## src/rtl/bp_update_scheduler.sv

```systemverilog
// Single-port write sequencer for the branch predictor BHT/PHT: clears every index after reset
// or on request, then serialises up to two resolved-branch updates per cycle into one write per cycle.
module bp_update_scheduler #(
   parameter int BHT_DEPTH = 10,
   parameter int PHT_DEPTH = 6,
   parameter int QDEPTH    = 4
) (
   input  logic                 clk,
   input  logic                 rst,
   input  logic                 clear_req,
   input  logic                 upd1_valid,
   input  logic [31:0]          upd1_pc,
   input  logic                 upd1_take,
   input  logic                 upd2_valid,
   input  logic [31:0]          upd2_pc,
   input  logic                 upd2_take,
   output logic                 upd_stall,
   output logic                 tbl_we,
   output logic                 tbl_clr,
   output logic [BHT_DEPTH-1:0] tbl_idx,
   output logic                 tbl_take,
   output logic                 pred_mask,
   output logic                 ovf_err
);

   localparam int WALK_W = (BHT_DEPTH > PHT_DEPTH) ? BHT_DEPTH : PHT_DEPTH;
   localparam int QW     = $clog2(QDEPTH);
   localparam int EW     = BHT_DEPTH + 1;

   localparam logic [WALK_W-1:0] WALK_ONE  = WALK_W'(1'b1);
   localparam logic [WALK_W-1:0] WALK_LAST = '1;
   localparam logic [QW-1:0]     PTR_ONE   = QW'(1'b1);
   localparam logic [QW:0]       CNT_ZERO  = '0;
   localparam logic [QW:0]       CNT_ONE   = (QW+1)'(1'b1);
   localparam logic [QW:0]       CNT_TWO   = (QW+1)'(2'd2);
   localparam logic [QW:0]       STALL_TH  = (QW+1)'(QDEPTH - 2);

   typedef enum logic [0:0] {
      INIT = 1'b0,
      RUN  = 1'b1
   } state_t;

   state_t              state_r;
   logic [WALK_W-1:0]   walk_cnt_r;
   logic [QW-1:0]       rd_ptr_r;
   logic [QW-1:0]       wr_ptr_r;
   logic [QW:0]         count_r;
   logic [EW-1:0]       queue_r [QDEPTH];
   logic                ovf_err_r;

   logic [EW-1:0]       entry1_s;
   logic [EW-1:0]       entry2_s;
   logic [EW-1:0]       head_s;
   logic                stall_s;
   logic                accept_s;
   logic                push1_s;
   logic                push2_s;
   logic                pop_s;
   logic [QW:0]         push_n_s;
   logic [QW:0]         pop_n_s;
   logic                wr_en0_s;
   logic                wr_en1_s;
   logic [EW-1:0]       wr_data0_s;
   logic [EW-1:0]       wr_data1_s;
   logic [QW-1:0]       wr_ptr_p1_s;
   logic                ovf_hit_s;
   logic                unused_pc_s;

   assign entry1_s    = {upd1_pc[BHT_DEPTH+1:2], upd1_take};
   assign entry2_s    = {upd2_pc[BHT_DEPTH+1:2], upd2_take};
   assign head_s      = queue_r[rd_ptr_r];
   assign wr_ptr_p1_s = wr_ptr_r + PTR_ONE;
   assign unused_pc_s = ^{upd1_pc[31:BHT_DEPTH+2], upd1_pc[1:0],
                          upd2_pc[31:BHT_DEPTH+2], upd2_pc[1:0]};

   // Stall is taken from registered occupancy so a full pair always fits when it is low.
   always_comb begin
      stall_s   = (state_r == RUN) && (count_r > STALL_TH);
      accept_s  = (state_r == RUN) && !stall_s && !clear_req;
      push1_s   = accept_s && upd1_valid;
      push2_s   = accept_s && upd2_valid;
      pop_s     = (state_r == RUN) && (count_r != CNT_ZERO);
      ovf_hit_s = stall_s && (upd1_valid || upd2_valid);
   end

   // Program-order slot assignment: master takes the first free slot when both are valid.
   always_comb begin
      wr_en0_s   = 1'b0;
      wr_en1_s   = 1'b0;
      wr_data0_s = '0;
      wr_data1_s = '0;
      push_n_s   = CNT_ZERO;
      if (push1_s && push2_s) begin
         wr_en0_s   = 1'b1;
         wr_en1_s   = 1'b1;
         wr_data0_s = entry1_s;
         wr_data1_s = entry2_s;
         push_n_s   = CNT_TWO;
      end else if (push1_s) begin
         wr_en0_s   = 1'b1;
         wr_data0_s = entry1_s;
         push_n_s   = CNT_ONE;
      end else if (push2_s) begin
         wr_en0_s   = 1'b1;
         wr_data0_s = entry2_s;
         push_n_s   = CNT_ONE;
      end else begin
         push_n_s   = CNT_ZERO;
      end
      if (pop_s) begin
         pop_n_s = CNT_ONE;
      end else begin
         pop_n_s = CNT_ZERO;
      end
   end

   // Control FSM, clear walk and update queue.
   always_ff @(posedge clk or negedge rst) begin
      if (!rst) begin
         state_r    <= INIT;
         walk_cnt_r <= '0;
         rd_ptr_r   <= '0;
         wr_ptr_r   <= '0;
         count_r    <= '0;
         ovf_err_r  <= 1'b0;
         for (int i = 0; i < QDEPTH; i++) begin
            queue_r[i] <= '0;
         end
      end else begin
         ovf_err_r <= ovf_err_r | ovf_hit_s;
         if (clear_req) begin
            state_r    <= INIT;
            walk_cnt_r <= '0;
            rd_ptr_r   <= '0;
            wr_ptr_r   <= '0;
            count_r    <= '0;
         end else begin
            case (state_r)
               INIT: begin
                  walk_cnt_r <= walk_cnt_r + WALK_ONE;
                  if (walk_cnt_r == WALK_LAST) begin
                     state_r <= RUN;
                  end
               end
               RUN: begin
                  if (wr_en0_s) begin
                     queue_r[wr_ptr_r] <= wr_data0_s;
                  end
                  if (wr_en1_s) begin
                     queue_r[wr_ptr_p1_s] <= wr_data1_s;
                  end
                  wr_ptr_r <= wr_ptr_r + push_n_s[QW-1:0];
                  rd_ptr_r <= rd_ptr_r + pop_n_s[QW-1:0];
                  count_r  <= count_r + push_n_s - pop_n_s;
               end
               default: begin
                  state_r    <= INIT;
                  walk_cnt_r <= '0;
               end
            endcase
         end
      end
   end

   // Table write port and prediction mask decode.
   always_comb begin
      tbl_we    = 1'b0;
      tbl_clr   = 1'b0;
      tbl_idx   = '0;
      tbl_take  = 1'b0;
      pred_mask = 1'b1;
      case (state_r)
         INIT: begin
            tbl_we    = 1'b1;
            tbl_clr   = 1'b1;
            tbl_idx   = walk_cnt_r[BHT_DEPTH-1:0];
            pred_mask = 1'b1;
         end
         RUN: begin
            pred_mask = 1'b0;
            if (count_r != CNT_ZERO) begin
               tbl_we   = 1'b1;
               tbl_idx  = head_s[EW-1:1];
               tbl_take = head_s[0];
            end else begin
               tbl_we   = 1'b0;
            end
         end
         default: begin
            pred_mask = 1'b1;
         end
      endcase
   end

   assign upd_stall = stall_s;
   assign ovf_err   = ovf_err_r;

endmodule

```

## config.mk

```make
export PLATFORM = sky130hd
export DESIGN_NAME = bp_update_scheduler
export DESIGN_NICKNAME = d
export VERILOG_FILES = /design/src/rtl/bp_update_scheduler.sv
export SDC_FILE = /design/constraint.sdc
export NUM_CORES = 1
export LEC_CHECK = 0
export BUFFER_PORTS_ARGS = -buffer_cell sky130_fd_sc_hd__clkbuf_2
export CORE_AREA = 2 2 96 75
export DETAILED_ROUTE_END_ITERATION = 10
export DIE_AREA = 0 0 98 77
export PLACE_DENSITY_LB_ADDON = 0.15
export SLEW_MARGIN = 0
export SYNTH_ARGS = -nofsm -noshare
export SYNTH_HDL_FRONTEND = slang
export SYNTH_SLANG_ARGS = --single-unit
```

## constraint.sdc

```tcl
create_clock -name clk -period 5.95 [get_ports clk]
set_input_delay 0.8925 -clock clk [delete_from_list [all_inputs] [get_ports clk]]
set_output_delay 0.8925 -clock clk [all_outputs]
set_load 0.05 [all_outputs]
```

==> results.yml <==
status:
  outcome: "finished clean"
min_path:
  min_path_type: "flip-flop to flip-flop"
  hold_depth: 1
  timing.hold.worst.start: "ovf_err"
  holdPathEnd: "ovf_err"
floorplanning:
  floorplan.initialDensity_pct: 53.39
  num_rows: 26
  io_pins: 87
  core_um2: 6604
  dieArea_um2: 7546
  dieWidth_um: 98
  die_h_um: 77
final_layout:
  nets: 445
  fin_util_pct: 59.30
  drive_gt1_share_pct: 26.49
  areaGrowthSynthToFinish_pct: 11.07
  diodes: 0
global_routing:
  grt_overflow: 0
  grt_max_degree: 64
  track_usage_pct: 25.37
  antenna_found_initial: 0
  grt_pass1_vias: 2739
  use_met3_pct: 5.743
  top_usage_layer: "met1"
  grt_util_met1_pct: 37.39
  grt_pass1_wl_um: 14720
  grt_use_met2_pct: 37.05
pwr:
  power.switching_uw: 207.2
  seqPwrFrac_pct: 53.9
  p_per_area_nw_per_um2: 207.7
  clockPowerShare_pct: 38.5
  ir_drop_uv: 126.3
  comb_power_share_pct: 7.6
  p_sw_share_pct: 25.48
  cellInternalPower_uw: 606.2
  leakage_uw: 0.001704
clock_network:
  cts_tree: "yes"
  numCtsBuffers: 9
  cts_resized: 0
  clock_path_buffers: 2
  clkLatencyLatePin_ns: 0.34
  clock-root-buffer: "clkbuf_8"
  htreeDepth: 3
  cts_sinks: 63
  clk_pin_slew_ns: 0.07
  post-cts-setup-buffers: 0
  postCtsHoldBufs: 0
setup_path:
  cp_max_fo: 22
  arrival_ns: 4.04
  path_class: "input pin to flip-flop"
  r2r_cells: 10
  r2r-end: "queue_r[40]"
  cp.required_ns: 6.21
  crit_path_end_kind: "flip-flop"
  reg2reg_slack_ns: 2.41
  start_kind: "input pin"
  regToRegStartpoint: "state_r"
drt:
  viasPerCell: 6.449
  drc: 0
  drt.antenna.violating_nets: 0
  dr.pass1.iters: 5
  vias: 2928
  drt_iter0_drc: 282
  wl_per_cell_um: 20.64
  totalWireLength_um: 9371
synth:
  synthTopCellsByCount: "63 x dfrtp_1, 40 x o22ai_1, 35 x a21oi_1, 20 x a22o_1, 20 x nor2_1"
  async_reset_ff_share_pct: 100.0
  synth_nets: 411
  synth_area_um2: 3526
  synth.largest_area_cell: "dfrtp_1"
  synth_area_per_cell_um2: 10.65
  yosysWarnings: 0
  synth_top_area_share_pct: 44.71
  ys_top_cells_by_area: "dfrtp_1 45%, o22ai_1 7.1%, mux4_2 7.0%"
  ys_ff_latch: 63
  ys_seq_area_share_pct: 44.71
  synth.distinct_cells: 45
  synth_ff_type: "dfrtp_1"
  synthCells: 331
  yosysMostFrequentCell: "dfrtp_1"
  synth_edf_count: 0
sta:
  finalCritPeriodShare_pct: 63.42
  worst_pin_slew_ns: 0.9774
  hold_viol_final: 0
  tns_ns: 0
  finalSetupViolCount: 0
  clock_skew_ns: 0.007641
  rsz0062_at_grt: "no"
  relSlewSlack_pct: 34.48
  period_needed_ns: 3.774
  max_freq_mhz: 265.0
  setup_ws_ns: 2.176
  slew_viol_final: 0
placed_design:
  pre_cts_slack_ns: 1.874
  routabilityCongestion: 0.8416
  dp_hpwl_um: 6060
  port_buffers: 42
job:
  drv_cap: 0
==> cells by family (layout without fill, tap and decap cells) <==
| logic type | Yosys count | count (layout) | share of synthesized area (%) |
|---|---|---|---|
| simple gates | 61 | 61 | 9.333 |
| fa+ha+maj | 9 | 9 | 3.407 |
| mux | 15 | 15 | 8.162 |
| buf+inv | 38 | 77 | 5.536 |
| flops | 63 | 63 | 44.71 |
| xor+xnor | 12 | 12 | 2.981 |
| compound gates | 133 | 133 | 25.87 |
==> worst max-delay path by stage <==
stage,depth (start not counted),slack [ns],end,from
floorplan,14,2.35,count_r[2],clear_req
finish,11,2.18,queue_r[19],clear_req
global placement,11,1.92,queue_r[17],clear_req
CTS,11,2.23,queue_r[19],clear_req
global route,11,2.00,queue_r[10],clear_req
detailed placement,11,1.87,queue_r[19],clear_req
==> final cells by class <==
type | instances | area (µm²)
Sequential cell | 63 | 1577
Multi-Input combinational cell | 230 | 1765
Clock buffer | 12 | 135.1
Tap cell | 84 | 105.1
Fill cell | 567 | 2688
Inverter | 11 | 41.29
Timing Repair Buffer | 50 | 270.3
Clock inverter | 4 | 22.52
==> layer usage <==
metal  wire length, µm  part of all wire [%]  up-vias
met5                 0                     0        -
met2              4306                    46      106
met3               579                   6.2       18
met1              4331                    46     1480
met4               154                   1.6        0
li1                  -                     -     1324
==> placed cells by master, fill, tap and decap left out, drive strengths merged, types with 3 or more instances in the layout <==
cell type / synthesis / routed
a21oi: 49 / 49
a22o: 20 / 20
a22oi: 11 / 11
buf: 19 / 8
clkbuf: 8 / 54
clkinv: 0 / 3
dfrtp: 63 / 63
ha: 8 / 8
inv: 11 / 11
mux2i: 4 / 4
mux4: 11 / 11
nand2: 5 / 5
nand2b: 4 / 4
nand3: 5 / 5
nand4: 3 / 3
nor2: 20 / 20
nor2b: 3 / 3
nor3: 6 / 6
o21ai: 4 / 4
o22ai: 44 / 44
or3: 3 / 3
xnor2: 9 / 9
xor2: 3 / 3
==> state kept, by name, summed over array words and instances (netlist names) <==
signal / count
walk_cnt_r: 10
wr_ptr_r: 2
state_r: 1
ovf_err: 1
queue_r: 44
rd_ptr_r: 2
count_r: 3
==> power by group through the flow <==
stage | Combinational (µW) | Clock (µW) | Sequential (µW)
2_1_floorplan | 29.9 | 0 | 446
3_3_place_gp | 61.2 | 0 | 446
3_5_place_dp | 61.9 | 0 | 446
4_1_cts | 62.3 | 319 | 438
5_1_grt | 67.7 | 340 | 439
6_report | 61.8 | 313 | 438
==> per-stage QoR <==
| stage | hold WS (ns) | instances | total power, µW | cell area [µm²] |
|---|---|---|---|---|
| CTS | 0.4747 | 454 | 819.2 | 3916 |
| global route | 0.4838 | 454 | 846.4 | 3916 |
| global placement | 0.4478 | 438 | 507.4 | 3759 |
| detailed placement | 0.4556 | 438 | 508.4 | 3759 |
| finish | 0.4739 | 454 | 813.4 | 3916 |
| floorplan | 0.5088 | 331 | 476.2 | 3526 |
==> worst max-delay path, stage by stage <==
cell and delay, ns:
clkbuf_2 0.38, nand2b_2 0.30, nor2_1 0.07, buf_4 0.20, and2_1 0.19, ha_1 0.35, nor3b_1 0.83, buf_4 0.31
a22o_1 0.15, a22oi_1 0.15, a21oi_1 0.20
(Power assumes the default switching activity.)
